### config.mk
export PLATFORM = sky130hd
export DESIGN_NAME = regfile_mp
export DESIGN_NICKNAME = d
export VERILOG_FILES = /design/src/rtl/regfile_mp.sv
export SDC_FILE = /design/constraint.sdc
export NUM_CORES = 2
export LEC_CHECK = 0
export BUFFER_PORTS_ARGS = -buffer_cell sky130_fd_sc_hd__buf_2
export CORE_ASPECT_RATIO = 0.9
export CORE_UTILIZATION = 31
export DETAILED_ROUTE_END_ITERATION = 10
export PLACE_DENSITY = 0.43
export SLEW_MARGIN = 30
export SYNTH_ARGS = -nofsm -noshare
export SYNTH_HDL_FRONTEND = slang
export SYNTH_SLANG_ARGS = --single-unit
export TNS_END_PERCENT = 30
### constraint.sdc
create_clock -name clk -period 5.3 [get_ports clk]
set_input_delay 0.53 -clock clk [delete_from_list [all_inputs] [get_ports clk]]
set_output_delay 0.53 -clock clk [all_outputs]
set_load 0.03 [all_outputs]
### src/rtl/regfile_mp.sv
// Multi-port integer register file: N combinational read ports with write bypass,
// two prioritised write ports, post-reset clear sweep and a registered write-conflict flag.
module regfile_mp #(
    parameter int DATA_W   = 32,
    parameter int ADDR_W   = 5,
    parameter int NUM_REGS = 32,
    parameter int NUM_RD   = 2
) (
    input  logic                     clk,
    input  logic                     rst,
    output logic                     ready,
    input  logic                     we0,
    input  logic [ADDR_W-1:0]        waddr0,
    input  logic [DATA_W-1:0]        wdata0,
    input  logic                     we1,
    input  logic [ADDR_W-1:0]        waddr1,
    input  logic [DATA_W-1:0]        wdata1,
    input  logic [NUM_RD-1:0]        re,
    input  logic [NUM_RD*ADDR_W-1:0] raddr,
    output logic [NUM_RD*DATA_W-1:0] rdata,
    output logic                     wr_conflict
);

    localparam int CNT_W = (NUM_REGS > 1) ? $clog2(NUM_REGS) : 1;

    typedef enum logic {INIT, RUN} state_t;

    state_t             state, state_nxt;
    logic [CNT_W-1:0]   cnt, cnt_nxt;
    logic               conflict_nxt;
    logic [DATA_W-1:0]  regs [NUM_REGS];

    logic               active;
    logic               wv0, wv1;

    function automatic logic addr_ok(input logic [ADDR_W-1:0] a);
        return (a != '0) && ({1'b0, a} < (ADDR_W+1)'(NUM_REGS));
    endfunction

    // Writes and bypass only count while the file is usable and reset is not asserted.
    assign active = (state == RUN) && rst;
    assign wv0    = active && we0 && addr_ok(waddr0);
    assign wv1    = active && we1 && addr_ok(waddr1);
    assign ready  = (state == RUN);

    // NOTE: state registers use non-blocking assignments so every flop samples pre-edge values.
    always_ff @(posedge clk) begin
        if (!rst) begin
            state       <= INIT;
            cnt         <= '0;
            wr_conflict <= 1'b0;
        end else begin
            state       <= state_nxt;
            cnt         <= cnt_nxt;
            wr_conflict <= conflict_nxt;
        end
    end

    // NOTE: every output of a combinational block gets a default first, so no latch is inferred.
    always_comb begin
        state_nxt    = state;
        cnt_nxt      = cnt;
        conflict_nxt = 1'b0;
        unique case (state)
            INIT: begin
                if (cnt == CNT_W'(NUM_REGS - 1)) begin
                    state_nxt = RUN;
                    cnt_nxt   = '0;
                end else begin
                    cnt_nxt = cnt + CNT_W'(1);
                end
            end
            RUN: conflict_nxt = wv0 && wv1 && (waddr0 == waddr1);
            default: state_nxt = INIT;
        endcase
    end

    // NOTE: the array has no reset; the INIT sweep clears it, keeping it mappable to RAM.
    always_ff @(posedge clk) begin
        if (rst && state == INIT) begin
            regs[cnt] <= '0;
        end else begin
            if (wv0) regs[waddr0] <= wdata0;
            // Later assignment wins, so port 1 takes a same-address collision.
            if (wv1) regs[waddr1] <= wdata1;
        end
    end

    for (genvar i = 0; i < NUM_RD; i++) begin : g_rd
        logic [ADDR_W-1:0] ra;
        logic [DATA_W-1:0] rd;

        assign ra = raddr[i*ADDR_W +: ADDR_W];

        always_comb begin
            rd = '0;
            if (active && re[i] && addr_ok(ra)) begin
                if (we1 && waddr1 == ra)      rd = wdata1;
                else if (we0 && waddr0 == ra) rd = wdata0;
                else                          rd = regs[ra];
            end
        end

        assign rdata[i*DATA_W +: DATA_W] = rd;
    end

endmodule

==> report_table.html <==
<table>
<tr><th>Metric</th><th>Value</th></tr>
<tr><th colspan="2">STA</th></tr>
<tr><td>Actual transition at the worst max-transition pin</td><td>1.02 ns</td></tr>
<tr><td>Crit path setup slack, layout</td><td>0.694 ns</td></tr>
<tr><td>Final Cycle Share</td><td>86.9%</td></tr>
<tr><td>Number of max-slew violations in the final report</td><td>0</td></tr>
<tr><td>Final hold violation count</td><td>0</td></tr>
<tr><td>Setup total negative slack</td><td>0 ns</td></tr>
<tr><td>Final setup violation count</td><td>0</td></tr>
<tr><td>Max Clk Rate</td><td>0.217 GHz</td></tr>
<tr><td>Unrepaired setup endpoints after global routing</td><td>false</td></tr>
<tr><td>Post-Route Skew</td><td>0.0238 ns</td></tr>
<tr><td>Min cycle time layout</td><td>4.61 ns</td></tr>
<tr><td>Relative slew slack</td><td>30.0%</td></tr>
<tr><th colspan="2">Critical path</th></tr>
<tr><td>Worst setup EP type</td><td>primary output</td></tr>
<tr><td>Cell at the slowest stage of the critical path</td><td>sky130_fd_sc_hd__a2111oi_0</td></tr>
<tr><td>Maximum fanout along the worst path</td><td>73</td></tr>
<tr><td>R2R depth</td><td>7</td></tr>
<tr><td>CP peak stage delay</td><td>0.82 ns</td></tr>
<tr><td>Startpoint-to-endpoint class of the critical path</td><td>primary input to primary output</td></tr>
<tr><td>Required time of the critical path</td><td>4.77 ns</td></tr>
<tr><td>Setup slack on the worst flop-to-flop path</td><td>1.53 ns</td></tr>
<tr><td>Kind of start point of the critical path</td><td>primary input</td></tr>
<tr><td>Data arrival time of the critical path</td><td>4.08 ns</td></tr>
<tr><td>Cells along the critical path</td><td>buf_8 -&gt; buf_12 -&gt; inv_1 -&gt; a31oi_1 -&gt; a21bo_4 -&gt; buf_12 -&gt; buf_4 -&gt; a2111oi_0 -&gt; a211o_1 -&gt; buf_2</td></tr>
<tr><td>Critical path's most frequent cell</td><td>sky130_fd_sc_hd__buf_12</td></tr>
<tr><th colspan="2">Clock tree</th></tr>
<tr><td>CTS tree</td><td>done</td></tr>
<tr><td>Maximum buffer depth of the clock tree</td><td>3</td></tr>
<tr><td>Clock-pin slew reported for the worst setup and hold paths after clock tree synthesis</td><td>0.06 ns</td></tr>
<tr><td>Total clock buffers created by CTS</td><td>120</td></tr>
<tr><td>Cell at the root of the clock tree</td><td>sky130_fd_sc_hd__clkbuf_16</td></tr>
<tr><td>H-tree depth</td><td>3</td></tr>
<tr><td>Post-cts repair resize count</td><td>0</td></tr>
<tr><td>Setup Buffers After CTS</td><td>0</td></tr>
<tr><td>Worst-Skew Late Latency</td><td>0.76 ns</td></tr>
<tr><td>Number of buffers added to fix hold violations after cts</td><td>0</td></tr>
<tr><td>Count of clock tree sinks</td><td>1031</td></tr>
<tr><th colspan="2">Final layout</th></tr>
<tr><td>Final Cell Area</td><td>67800 sq um</td></tr>
<tr><td>Share of cells above drive strength 1</td><td>18.6%</td></tr>
<tr><td>Layout overhead on the synthesized area</td><td>12.2%</td></tr>
<tr><td>Layout net count</td><td>5265</td></tr>
<tr><td>Share of the core filled with cells in the final layout</td><td>35.1%</td></tr>
<tr><td>Count of filler cells inserted in the layout</td><td>18800</td></tr>
<tr><th colspan="2">Power</th></tr>
<tr><td>Leakage dissipation</td><td>24.0 nW</td></tr>
<tr><td>IR drop worst, VDD</td><td>281 uV</td></tr>
<tr><td>Power density over the cells</td><td>269 nW/um^2</td></tr>
<tr><td>Total Power Consumption</td><td>0.0183 W</td></tr>
<tr><th colspan="2">Logic synthesis</th></tr>
<tr><td>Cell area after technology mapping</td><td>60400 sq um</td></tr>
<tr><td>EDFF count, synth</td><td>1024</td></tr>
<tr><td>Synth top area share</td><td>50.9%</td></tr>
<tr><td>Most numerous cell types in the synthesized netlist</td><td>sky130_fd_sc_hd__nand2_1 (1079), sky130_fd_sc_hd__o21ai_0 (1027), sky130_fd_sc_hd__edfxtp_1 (1024)</td></tr>
<tr><td>Share of flip-flops with an asynchronous set or reset after synthesis</td><td>0%</td></tr>
<tr><td>Net Count, Synth</td><td>5490</td></tr>
<tr><td>Number of warning messages in the yosys log</td><td>0</td></tr>
<tr><td>Count of unique library cells instantiated by Yosys</td><td>58</td></tr>
<tr><td>Count of state elements after synthesis</td><td>1031</td></tr>
<tr><td>Mean post-synth cell area</td><td>11.2 sq um</td></tr>
<tr><td>Post-synthesis cell type with the largest combined area</td><td>sky130_fd_sc_hd__edfxtp_1</td></tr>
<tr><td>Seq/Total Area, Yosys</td><td>51.1%</td></tr>
<tr><td>Most common cell in the netlist</td><td>sky130_fd_sc_hd__nand2_1</td></tr>
<tr><td>Mapped Cells</td><td>5398</td></tr>
<tr><td>Most used flip-flop cell after synthesis</td><td>sky130_fd_sc_hd__edfxtp_1</td></tr>
<tr><td>Largest cells by area after synthesis</td><td>sky130_fd_sc_hd__edfxtp_1 (51%), sky130_fd_sc_hd__mux4_2 (13%), sky130_fd_sc_hd__o21ai_0 (8.5%), sky130_fd_sc_hd__mux2i_1 (6.9%), sky130_fd_sc_hd__nand2_1 (6.7%)</td></tr>
<tr><th colspan="2">Placed design</th></tr>
<tr><td>Routability congestion estimate</td><td>0.931</td></tr>
<tr><td>Area of placed instances</td><td>64100 sq um</td></tr>
<tr><td>Count of port buffers added during placement</td><td>155</td></tr>
<tr><td>Worst setup slack before clock tree synthesis</td><td>0.620 ns</td></tr>
<tr><td>Placed wire-length estimate after detailed placement</td><td>151000 um</td></tr>
<tr><th colspan="2">Global route</th></tr>
<tr><td>Aggregate global-route resource usage</td><td>25.8%</td></tr>
<tr><td>Global-route wire length before repair</td><td>357000 um</td></tr>
<tr><td>Largest net degree at the start of global routing</td><td>74</td></tr>
<tr><td>Remaining global-route overflow</td><td>0</td></tr>
<tr><td>Number of global-route vias before repair</td><td>43800</td></tr>
<tr><td>Number of antenna violations at the first check in global routing</td><td>17</td></tr>
<tr><th colspan="2">Floorplanning</th></tr>
<tr><td>Die outline area</td><td>197000 sq um</td></tr>
<tr><td>Ports placed on the boundary</td><td>156</td></tr>
<tr><td>Core area</td><td>193000 sq um</td></tr>
<tr><td>Num rows</td><td>153</td></tr>
<tr><td>Initial core utilization</td><td>31.2%</td></tr>
<tr><td>Overall die height</td><td>421 um</td></tr>
<tr><td>Floorplan die width</td><td>467 um</td></tr>
<tr><th colspan="2">Min path</th></tr>
<tr><td>Number of cells on the worst hold path</td><td>2</td></tr>
<tr><td>Hold/Removal Path Class</td><td>primary input to register</td></tr>
<tr><th colspan="2">Routing</th></tr>
<tr><td>Post-detailed-route via-to-cell ratio</td><td>5.86</td></tr>
<tr><td>Drt first-iter violations</td><td>5407</td></tr>
<tr><td>Number of remaining DRC errors</td><td>0</td></tr>
<tr><td>Antenna Nets Post-Route</td><td>0</td></tr>
<tr><td>Wire length per cell after detailed routing</td><td>32.7 um</td></tr>
<tr><td>Total vias in the final route</td><td>45900</td></tr>
<tr><td>Count of TritonRoute iterations in the first routing pass</td><td>6</td></tr>
<tr><td>Total detailed-routing wirelength</td><td>257000 um</td></tr>
<tr><th colspan="2">Flow run</th></tr>
<tr><td>Maximum Capacitance Violations</td><td>0</td></tr>
<tr><th colspan="2">Outcome</th></tr>
<tr><td>Result of the run</td><td>finished clean</td></tr>
</table>
## cells in the final DEF, fill, tap and decap left out, types with 17 or more instances in the layout
| cell type | n |
|---|---|
| sky130_fd_sc_hd__a2111oi_0 | 17 |
| sky130_fd_sc_hd__a211o_1 | 31 |
| sky130_fd_sc_hd__a22oi_1 | 96 |
| sky130_fd_sc_hd__a311oi_1 | 32 |
| sky130_fd_sc_hd__a32oi_1 | 31 |
| sky130_fd_sc_hd__buf_12 | 23 |
| sky130_fd_sc_hd__buf_2 | 148 |
| sky130_fd_sc_hd__buf_4 | 178 |
| sky130_fd_sc_hd__clkbuf_1 | 31 |
| sky130_fd_sc_hd__clkbuf_16 | 120 |
| sky130_fd_sc_hd__clkinv_1 | 35 |
| sky130_fd_sc_hd__clkinv_2 | 24 |
| sky130_fd_sc_hd__edfxtp_1 | 1024 |
| sky130_fd_sc_hd__inv_1 | 36 |
| sky130_fd_sc_hd__mux2i_1 | 415 |
| sky130_fd_sc_hd__mux4_2 | 353 |
| sky130_fd_sc_hd__nand2_1 | 1067 |
| sky130_fd_sc_hd__nand3_1 | 127 |
| sky130_fd_sc_hd__nor2_1 | 38 |
| sky130_fd_sc_hd__nor3_1 | 35 |
| sky130_fd_sc_hd__o21ai_0 | 1026 |
| sky130_fd_sc_hd__o21bai_4 | 24 |
| sky130_fd_sc_hd__o221ai_1 | 62 |
| sky130_fd_sc_hd__o22ai_1 | 95 |
## area by class of cell
cell class | instances | area, sq um | share of cell area, %
Antenna cell | 8 | 20.0 | 0.0295
Multi-Input combinational cell | 3624 | 27200 | 40.1
Timing Repair Buffer | 359 | 2710 | 4.00
Clock inverter | 76 | 500 | 0.738
Inverter | 37 | 139 | 0.205
Sequential cell | 1031 | 30900 | 45.6
Tap cell | 2557 | 3200 | 4.72
Clock buffer | 151 | 3120 | 4.60
## final timing paths
| path | from | to |
|---|---|---|
| worst min register to register | cnt[0] | cnt[3] |
| worst min-delay path | rst | ready |
| worst max-delay path | raddr[7] | rdata[44] |
| worst max register to register | ready | regs[2][28] |
## critical path, delay by kind of cell
kind                   cells  cell delay [ns]
AO/OA/AOI/OAI              4             1.70
buffers and inverters      6             1.71
## sequential cells by signal, summed over array words and instances, names as in the netlist
register,count
cnt,5
ready,1
regs,1024
wr_conflict,1
## cell families after synthesis
logic type	after synthesis	synth area share, %
and+or+nand+nor	1359	9.10
muxes	771	20.1
AOI/OAI and AO/OA	1468	14.2
DFF	1031	51.1
adders and majority gates	2	0.0414
xor gates and xnor gates	24	0.348
buffers and inverters	743	5.11
## power by group
group	switching [W]	internal, W
registers	0.0000229	0.00888
logic	0.000949	0.000430
clock network	0.00363	0.00434
## stage by stage
step           hold slack, ns  cells
6_report                0.133   7843
5_1_grt                 0.133   7839
4_1_cts                0.0829   7833
3_5_place_dp            0.556   7606
3_3_place_gp            0.558   7603
2_1_floorplan           0.510   5398
## layer usage
layer | share of wire (%) | GRT usage, % | up-vias
li1 | - | - | 20000
met1 | 42 | 35.3 | 23500
met2 | 46 | 40.8 | 2071
met3 | 7.4 | 3.98 | 372
met4 | 3.9 | 10.3 | 6
met5 | 0.013 | 0 | -
(Power assumes the default switching activity.)
